### src/rtl/vpu_src_fetch_unit_pkg.sv
// Shared VPU constants for the source-operand read path, plus the read-address
// split helpers that mirror the write-side bank/row helpers.
package vpu_src_fetch_unit_pkg;

  localparam int DWIDTH_PER_EXEC     = 32;
  localparam int EXEC_CNT            = 4;
  localparam int EXEC_CNT_LG2        = $clog2(EXEC_CNT);
  localparam int SRAM_BANK_CNT_LG2   = 3;
  localparam int SRAM_BANK_DEPTH_LG2 = 8;
  localparam int SRAM_DATA_WIDTH     = EXEC_CNT * DWIDTH_PER_EXEC;
  localparam int SRAM_ADDR_WIDTH     = SRAM_BANK_CNT_LG2 + SRAM_BANK_DEPTH_LG2;
  localparam int SRC_OPND_MAX        = 3;

  // Line addresses carry the bank id in the MSBs and the row in the LSBs.
  function automatic logic [SRAM_BANK_CNT_LG2-1:0] get_rbank_id(
    input logic [SRAM_ADDR_WIDTH-1:0] addr
  );
    return addr[SRAM_ADDR_WIDTH-1 -: SRAM_BANK_CNT_LG2];
  endfunction

  function automatic logic [SRAM_BANK_DEPTH_LG2-1:0] get_raddr(
    input logic [SRAM_ADDR_WIDTH-1:0] addr
  );
    return addr[SRAM_BANK_DEPTH_LG2-1:0];
  endfunction

endpackage

### src/rtl/vpu_src_line_buf.sv
// Holds up to three fetched SRAM lines and presents the beat-indexed slice of
// each one to the lane; operands beyond the active count read as zero.
module vpu_src_line_buf #(
  parameter int DWIDTH_PER_EXEC = vpu_src_fetch_unit_pkg::DWIDTH_PER_EXEC,
  parameter int EXEC_CNT        = vpu_src_fetch_unit_pkg::EXEC_CNT,
  parameter int SRAM_DATA_WIDTH = EXEC_CNT * DWIDTH_PER_EXEC,
  parameter int BEAT_W          = $clog2(EXEC_CNT)
) (
  input  logic                       clk,
  input  logic                       rst_n,
  input  logic                       wr_en,
  input  logic [1:0]                 wr_idx,
  input  logic [SRAM_DATA_WIDTH-1:0] wr_data,
  input  logic [1:0]                 cnt,
  input  logic [BEAT_W-1:0]          beat,
  output logic [DWIDTH_PER_EXEC-1:0] op0,
  output logic [DWIDTH_PER_EXEC-1:0] op1,
  output logic [DWIDTH_PER_EXEC-1:0] op2
);
  import vpu_src_fetch_unit_pkg::*;

  logic [SRAM_DATA_WIDTH-1:0] line  [SRC_OPND_MAX];
  logic [DWIDTH_PER_EXEC-1:0] slice [SRC_OPND_MAX];

  always_ff @(posedge clk) begin
    if (!rst_n) begin
      for (int k = 0; k < SRC_OPND_MAX; k++) line[k] <= '0;
    end else begin
      for (int k = 0; k < SRC_OPND_MAX; k++) begin
        if (wr_en && (wr_idx == 2'(k))) line[k] <= wr_data;
      end
    end
  end

  always_comb begin
    for (int k = 0; k < SRC_OPND_MAX; k++) begin
      slice[k] = '0;
      if (k < int'(cnt)) slice[k] = line[k][int'(beat)*DWIDTH_PER_EXEC +: DWIDTH_PER_EXEC];
    end
  end

  assign op0 = slice[0];
  assign op1 = slice[1];
  assign op2 = slice[2];

endmodule

### src/rtl/vpu_src_fetch_unit.sv
// Fetches 1-3 operand lines from SRAM, one request at a time, then streams
// them to the VPU lane as EXEC_CNT aligned beats.
module vpu_src_fetch_unit #(
  parameter int DWIDTH_PER_EXEC     = vpu_src_fetch_unit_pkg::DWIDTH_PER_EXEC,
  parameter int EXEC_CNT            = vpu_src_fetch_unit_pkg::EXEC_CNT,
  parameter int SRAM_BANK_CNT_LG2   = vpu_src_fetch_unit_pkg::SRAM_BANK_CNT_LG2,
  parameter int SRAM_BANK_DEPTH_LG2 = vpu_src_fetch_unit_pkg::SRAM_BANK_DEPTH_LG2,
  parameter int SRAM_DATA_WIDTH     = EXEC_CNT * DWIDTH_PER_EXEC
) (
  input  logic                                         clk,
  input  logic                                         rst_n,
  input  logic                                         start_i,
  output logic                                         done_o,
  input  logic [1:0]                                   src_cnt_i,
  input  logic [SRAM_BANK_CNT_LG2+SRAM_BANK_DEPTH_LG2-1:0] raddr0_i,
  input  logic [SRAM_BANK_CNT_LG2+SRAM_BANK_DEPTH_LG2-1:0] raddr1_i,
  input  logic [SRAM_BANK_CNT_LG2+SRAM_BANK_DEPTH_LG2-1:0] raddr2_i,
  output logic                                         rd_req_o,
  output logic [SRAM_BANK_CNT_LG2-1:0]                 rd_rid_o,
  output logic [SRAM_BANK_DEPTH_LG2-1:0]               rd_addr_o,
  output logic                                         rd_reb_o,
  output logic                                         rd_rlast_o,
  input  logic                                         rd_ack_i,
  input  logic                                         rd_rvalid_i,
  input  logic [SRAM_DATA_WIDTH-1:0]                   rd_rdata_i,
  output logic                                         op_valid_o,
  input  logic                                         op_ready_i,
  output logic [DWIDTH_PER_EXEC-1:0]                   op0_o,
  output logic [DWIDTH_PER_EXEC-1:0]                   op1_o,
  output logic [DWIDTH_PER_EXEC-1:0]                   op2_o,
  output logic                                         op_last_o
);
  import vpu_src_fetch_unit_pkg::*;

  localparam int ADDR_W = SRAM_BANK_CNT_LG2 + SRAM_BANK_DEPTH_LG2;
  localparam int BEAT_W = $clog2(EXEC_CNT);
  localparam logic [BEAT_W-1:0] LAST_BEAT = BEAT_W'(EXEC_CNT - 1);

  typedef enum logic [1:0] {IDLE, REQ, WAIT, STREAM} state_t;

  state_t state, next_state;
  logic [1:0] cnt, next_cnt, idx, next_idx;
  logic [BEAT_W-1:0] beat, next_beat;
  logic [ADDR_W-1:0] addr0, addr1, addr2, req_addr;
  logic req_d, reb_d, rlast_d, valid_d, last_d;
  logic [SRAM_BANK_CNT_LG2-1:0] rid_d;
  logic [SRAM_BANK_DEPTH_LG2-1:0] row_d;
  logic req_fire, beat_fire, last_opnd, wr_en;

  assign req_fire  = rd_req_o && rd_ack_i;
  assign beat_fire = op_valid_o && op_ready_i;
  assign last_opnd = (idx == cnt - 2'd1);
  assign wr_en     = (state == WAIT) && rd_rvalid_i;
  assign done_o    = (state == IDLE);

  // Outputs are registered from the next-state decode, so they line up with the state they describe.
  always_ff @(posedge clk) begin
    if (!rst_n) begin
      state      <= IDLE;
      cnt        <= 2'd1;
      idx        <= '0;
      beat       <= '0;
      rd_req_o   <= 1'b0;
      rd_reb_o   <= 1'b1;
      rd_rid_o   <= '0;
      rd_addr_o  <= '0;
      rd_rlast_o <= 1'b0;
      op_valid_o <= 1'b0;
      op_last_o  <= 1'b0;
    end else begin
      state      <= next_state;
      cnt        <= next_cnt;
      idx        <= next_idx;
      beat       <= next_beat;
      rd_req_o   <= req_d;
      rd_reb_o   <= reb_d;
      rd_rid_o   <= rid_d;
      rd_addr_o  <= row_d;
      rd_rlast_o <= rlast_d;
      op_valid_o <= valid_d;
      op_last_o  <= last_d;
    end
  end

  always_ff @(posedge clk) begin
    if (!rst_n) begin
      addr0 <= '0;
      addr1 <= '0;
      addr2 <= '0;
    end else if ((state == IDLE) && start_i) begin
      addr0 <= raddr0_i;
      addr1 <= raddr1_i;
      addr2 <= raddr2_i;
    end
  end

  always_comb begin
    next_state = state;
    next_cnt   = cnt;
    next_idx   = idx;
    next_beat  = beat;
    unique case (state)
      IDLE: begin
        if (start_i) begin
          next_state = REQ;
          next_cnt   = (src_cnt_i == 2'd0) ? 2'd1 : src_cnt_i;
          next_idx   = '0;
        end
      end
      REQ: begin
        if (req_fire) next_state = WAIT;
      end
      WAIT: begin
        if (rd_rvalid_i) begin
          if (last_opnd) begin
            next_state = STREAM;
            next_beat  = '0;
          end else begin
            next_state = REQ;
            next_idx   = idx + 2'd1;
          end
        end
      end
      STREAM: begin
        if (beat_fire) begin
          if (beat == LAST_BEAT) next_state = IDLE;
          else                   next_beat  = beat + BEAT_W'(1);
        end
      end
      default: next_state = IDLE;
    endcase
  end

  // The first request is issued straight from the ports because the address registers load on the same edge.
  always_comb begin
    unique case (next_idx)
      2'd1:    req_addr = addr1;
      2'd2:    req_addr = addr2;
      default: req_addr = addr0;
    endcase
    if (state == IDLE) req_addr = raddr0_i;
    req_d   = (next_state == REQ);
    reb_d   = !req_d;
    rid_d   = req_d ? get_rbank_id(req_addr) : '0;
    row_d   = req_d ? get_raddr(req_addr) : '0;
    rlast_d = req_d && (next_idx == next_cnt - 2'd1);
    valid_d = (next_state == STREAM);
    last_d  = valid_d && (next_beat == LAST_BEAT);
  end

  vpu_src_line_buf #(
    .DWIDTH_PER_EXEC (DWIDTH_PER_EXEC),
    .EXEC_CNT        (EXEC_CNT),
    .SRAM_DATA_WIDTH (SRAM_DATA_WIDTH),
    .BEAT_W          (BEAT_W)
  ) u_line_buf (
    .clk     (clk),
    .rst_n   (rst_n),
    .wr_en   (wr_en),
    .wr_idx  (idx),
    .wr_data (rd_rdata_i),
    .cnt     (cnt),
    .beat    (beat),
    .op0     (op0_o),
    .op1     (op1_o),
    .op2     (op2_o)
  );

endmodule

### config.mk
export PLATFORM = sky130hd
export DESIGN_NAME = vpu_src_fetch_unit
export DESIGN_NICKNAME = d
export VERILOG_FILES = /design/src/rtl/vpu_src_fetch_unit_pkg.sv /design/src/rtl/vpu_src_line_buf.sv /design/src/rtl/vpu_src_fetch_unit.sv
export SDC_FILE = /design/constraint.sdc
export NUM_CORES = 1
export LEC_CHECK = 0
export CORE_ASPECT_RATIO = 0.8
export CORE_MARGIN = 4
export CORE_UTILIZATION = 35
export CTS_BUF_LIST = sky130_fd_sc_hd__clkbuf_8
export DETAILED_ROUTE_END_ITERATION = 10
export GPL_TIMING_DRIVEN = 0
export HOLD_SLACK_MARGIN = 0.1
export PLACE_DENSITY_LB_ADDON = 0.25
export SLEW_MARGIN = 20
export SYNTH_ARGS = -nofsm -noshare
export SYNTH_HDL_FRONTEND = slang
export SYNTH_SLANG_ARGS = --single-unit
### constraint.sdc
create_clock -name clk -period 8.5 [get_ports clk]
set_clock_uncertainty 0.2 [all_clocks]
set_input_delay 1.7 -clock clk [delete_from_list [all_inputs] [get_ports clk]]
set_output_delay 1.7 -clock clk [all_outputs]
set_load 0.05 [all_outputs]
Yosys cells after proc, flatten, opt, wreduce, memory -nomap -nowiden

Memory sizes are Yosys's and may differ from the RTL's.
Index checks and enable logic that the tools add are counted.

Input port bits: 169
Output and inout bits: 113
Word-level logic and storage cells: 92
Register bits: 57
RAM bits: 384
Memories kept: 1

Memory list:

| name            | depth | width | read ports | clocked after memory_dff | write ports | RTL line               | RTL |
|---|---|---|---|---|---|---|---|
| u_line_buf.line | 3     | 128   | 3          | 0                        | 3           | vpu_src_line_buf.sv:22 | `logic [SRAM_DATA_WIDTH-1:0] line [SRC_OPND_MAX];` |

Bitwise gates (word level): 3
Multiplexer cells: 37
Shift operators: 3
Reductions and logical operators: 14
Add/sub/neg operators: 4
Eq/ne operators: 13
Order comparisons: 3

Operator list:

| operator                                             | count |
|---|---|
| 2-to-1 mux 128 bit                                   | 3 |
| variable part select 128 x 8 -> 32 bit               | 3 |
| 2-to-1 mux 32 bit                                    | 3 |
| 2-to-1 mux 2 bit                                     | 16 |
| case mux 11 bit (2 select lines)                     | 1 |
| equality test 2 bit (second input constant)          | 7 |
| 2-to-1 mux 11 bit                                    | 1 |
| 2-to-1 mux 1 bit                                     | 10 |
| logical AND 1 bit                                    | 9 |
| equality test 2 x 1 -> 1 bit (second input constant) | 4 |
| case mux 2 bit (2 select lines)                      | 2 |
| case mux 2 bit (4 select lines)                      | 1 |
| zero test 2 bit                                      | 3 |
| adder 2 x 1 -> 2 bit (second input constant)         | 2 |
| equality test 2 bit                                  | 2 |
| < comparator 1 x 2 -> 1 bit (first input constant)   | 2 |
| subtractor 2 x 1 -> 2 bit (second input constant)    | 2 |
| OR 1 bit                                             | 3 |
| < comparator 2 bit (first input constant)            | 1 |
| AND reduction 2 bit                                  | 1 |
| zero test 1 bit                                      | 1 |

Longest topological paths before layout

Word-level depth: 8
Gate-level depth with buffers: 13
Gate-level depth less buffers: 12

By module

From an unflattened synthesis, not the netlist that was laid out.

Cell total of the unflattened synthesis: 1192
Area, all modules: 18144.9 um^2

Modules (own cells, without submodules):

| module             | area each (um^2) | cells each | sequential area each (um^2) | instances |
|---|---|---|---|---|
| vpu_src_line_buf   | 15813.9          | 895        | 11531.1                     | 1 |
| vpu_src_fetch_unit | 2331.0           | 297        | 1141.1                      | 1 |

Least setup slack after synthesis

Ideal clock, no wire load.

Path kind: input -> register
Start point: input rst_n
End point: memory u_line_buf.line[0][0] (netlist bit), enable pin
Path slack: 2.902 ns
Required time: 7.190 ns
Arrival time: 4.288 ns
Stages: 3
Library setup time: 1.110 ns
Cells stage by stage: clkbuf_1 -> clkbuf_1 -> nand2_1

RTL lines:

| item            | RTL line                 | RTL |
|---|---|---|
| start, declared | vpu_src_fetch_unit.sv:11 | `input logic rst_n,` |
| end, declared   | vpu_src_line_buf.sv:22   |  |

Worst setup path in the final report

Start point: register beat[1]
End point: output op0_o[28]

Word-level cells in the longest chain between the ends: 2

RTL lines:

| item                                   | RTL line                 | RTL |
|---|---|---|
| start, declared                        | vpu_src_fetch_unit.sv:43 | `logic [BEAT_W-1:0] beat, next_beat;` |
| start signal, assigned                 | vpu_src_fetch_unit.sv:74 | `beat <= next_beat;` |
| variable part select 128 x 8 -> 32 bit | vpu_src_line_buf.sv:38   | `if (k < int'(cnt)) slice[k] = line[k][int'(beat)*DWIDTH_PER_EXEC +: DWIDTH_PER_EXEC];` |
| 2-to-1 mux 32 bit                      | vpu_src_line_buf.sv:38   |  |
| end, declared                          | vpu_src_fetch_unit.sv:28 | `output logic [DWIDTH_PER_EXEC-1:0] op0_o,` |

No other way between the ends.

==> impl_metrics.csv <==
group,metric,value,unit
layout,finalNonFillerCells,2155,
place,io_buffers,280,
place,place_ws,3460,ps
layout,area_growth_syn_to_layout,28.4,%
place,dpl-instance-area,21700,um2
clock_tree,postCtsSetupBuffers,0,
pwr,powerDensity,195,nW/um2
synthesis,syn_area,17900,um2
sta,grt_setup_unrepaired,"false",
sta,hold_slack,254,ps
global_routing,grt-ovfl-total,0,
critical_path,crit_arrival,3820,ps
detailed_routing,drc_errors,0,
die,die_height,210,um
synthesis,syn_avg_cell_area,16.8,um2
layout,final_core_util,0.458,
place,dp_cells,2027,
pwr,leakage,8.05,nW
global_routing,grt_max_degree,57,
layout,drive_gt1_frac,0.149,
clock_tree,clockBufferDepth,3,
die,core-area,50100,um2
sta,report.final.slew_viol_count,0,
die,start_util,0.357,
sta,slew-limit-headroom,0.318,
die,placementRows,73,
detailed_routing,vias,10644,
clock_tree,htreeDepth,3,
synthesis,async_flop_share,0,
critical_path,cp_max_fo,10,
place,hpwl,33700,um
global_routing,grt_pass1_wl,72100,um
global_routing,antenna_found_initial,5,
sta,fin_tns_setup,0,ps
layout,final_common_cell,"edfxtp_1",
critical_path,critPathSlowestCell,"clkdlybuf4s50_1",
clock_tree,ctsHoldBuffers,0,
clock_tree,clkTransAtPathRegs,60,ps
detailed_routing,vias_per_cell,4.94,
clock_tree,clock-sinks,441,
layout,nets,1604,
detailed_routing,antenna_left,0,
place,place.gp.congestion,0.823,
sta,min_period,5720,ps
pwr,peakVddDrop,0.0958,mV
die,dieArea,54900,um2
pwr,totalPowerFinal,4.48,mW
die,die_w,261,um
synthesis,synth_fp_nets,1243,
die,ios,282,
critical_path,worstSetupPathType,"flop to primary output",
synthesis,synth_edf_count,384,
sta,post-route-period-util,0.673,
clock_tree,clk_latency,650,ps
synthesis,yosys_register_bits,441,
global_routing,track_usage,0.180,
critical_path,crit_path_frequent_cell,"clkbuf_1",
sta,layout_setup_ws,2780,ps
synthesis,yosys_warnings,0,
global_routing,grt_pass1_vias,11011,
synthesis,yosysSeqAreaShare,0.708,
sta,fmax,175,MHz
critical_path,start_kind,"flop",
synthesis,synthCells,1066,
synthesis,synth_ff_type,"edfxtp_1",
detailed_routing,wl_per_cell,22.9,um
sta,tightestPinTransition,1020,ps
status,outcome,"completed",
critical_path,cp_data_required_time,6600,ps
critical_path,cp_cell_sequence,"clkbuf_1 > clkbuf_1 > mux4_2 > nor2b_1 > clkdlybuf4s50_1",
detailed_routing,wirelength,49300,um
layout,final_area,23000,um2
sta,hold_viol,0,
clock_tree,root_buffer,"clkbuf_8",
detailed_routing,first_pass_iters,5,
critical_path,cpPeakStageDelay,880,ps
clock_tree,cts_made_buffers,73,
min_path,hp-class,"flop to flop",
critical_path,cp-end-kind,"primary output",
clock_tree,cts_resized,0,
detailed_routing,drt_iter0_drc,765,
synthesis,synth_cell_type_count,40,
sta,finalSetupViolCount,0,
job,maxCapViolCount,0,
clock_tree,cts_tree,"built",
layout,mostFrequentLayoutCells,"384 x edfxtp_1, 280 x clkdlybuf4s50_1, 163 x and2_1",
-- worst paths after layout --
| path | from | to | slack, ps | depth (start not counted) |
|---|---|---|---|---|
| setup / recovery | beat[1] | op0_o[28] | 2780 | 5 |
| hold / removal | addr1[5] | addr1[5] | 250 | 2 |
| setup reg to reg | cnt[0] | rd_addr_o[1] | 4610 | 13 |
| hold reg to reg | addr1[5] | addr1[5] | 250 | 2 |
-- final cells by class --
class                      count  area (um2)
fill                        4437       27200
sequential                   441       12700
multi-input combinational    550        4930
timing repair buffer         286        2960
clock buffer                  73        1000
tap                          675         845
buffer                        67         292
clock inverter                51         234
inverter                       8        30.0
antenna                        4        10.0
-- registers in the layout, summed over array words and instances (netlist names) --
name	count
addr2	11
state	2
rd_rlast_o	1
rd_addr_o	8
cnt	2
beat	2
op_valid_o	1
rd_rid_o	3
op_last_o	1
addr0	11
rd_req_o	1
addr1	11
u_line_buf.line	384
rd_reb_o	1
idx	2
-- cells by family (layout without fill, tap and decap cells) --
group           Yosys count  in the layout  share of synthesized area
xor+xnor                  3              3                    0.00231
compound gates           76             76                     0.0312
flops                   441            441                      0.708
simple gates            365            365                      0.113
mux                      98             98                      0.122
fa+ha+maj                 8              8                    0.00559
buf+inv                  75            485                     0.0180
other cells               0              4                          0
-- worst max-delay path: cells and delay by family, from the launching register on --
kind / cells / cell delay, ps
muxes: 1 / 370
DFF: 1 / 300
and+or+nand+nor: 1 / 270
buffers and inverters: 3 / 2250
-- metal layers --
layer / part of all wire / GRT usage
met5: 0.00041 / 0
met4: 0.018 / 0.0485
met3: 0.070 / 0.0480
met2: 0.47 / 0.277
met1: 0.44 / 0.256
-- synthesized netlist by cell type, types with 2 or more instances --
cell type	count	share of area
edfxtp_1	384	0.64
dfxtp_1	57	0.064
buf_4	2	0.00084
nand2b_1	4	0.0014
and2_1	163	0.057
a31oi_1	2	0.00070
mux2i_1	2	0.0011
nand2_1	79	0.017
buf_2	20	0.0056
nor3b_1	3	0.0013
a221oi_1	11	0.0054
nor3_1	14	0.0039
ha_1	8	0.0056
a21oi_1	14	0.0039
a21boi_0	4	0.0017
buf_1	2	0.00042
xor2_2	2	0.0018
clkbuf_1	42	0.0088
nor2_1	19	0.0040
nor2b_1	76	0.027
a21o_1	2	0.00084
nand3_1	2	0.00056
mux4_2	96	0.12
a21boi_1	30	0.013
inv_1	8	0.0017
o21ai_0	5	0.0014
and3_1	2	0.00070
-- report_power, final --
part / internal (mW) / leakage, nW / switching (mW)
clock: 0.803 / 0.711 / 0.852
combinational: 0.161 / 2.91 / 0.202
sequential: 2.43 / 4.43 / 0.0260
total: 3.40 / 8.05 / 1.08
No activity file was read; power rests on OpenSTA's default activity.
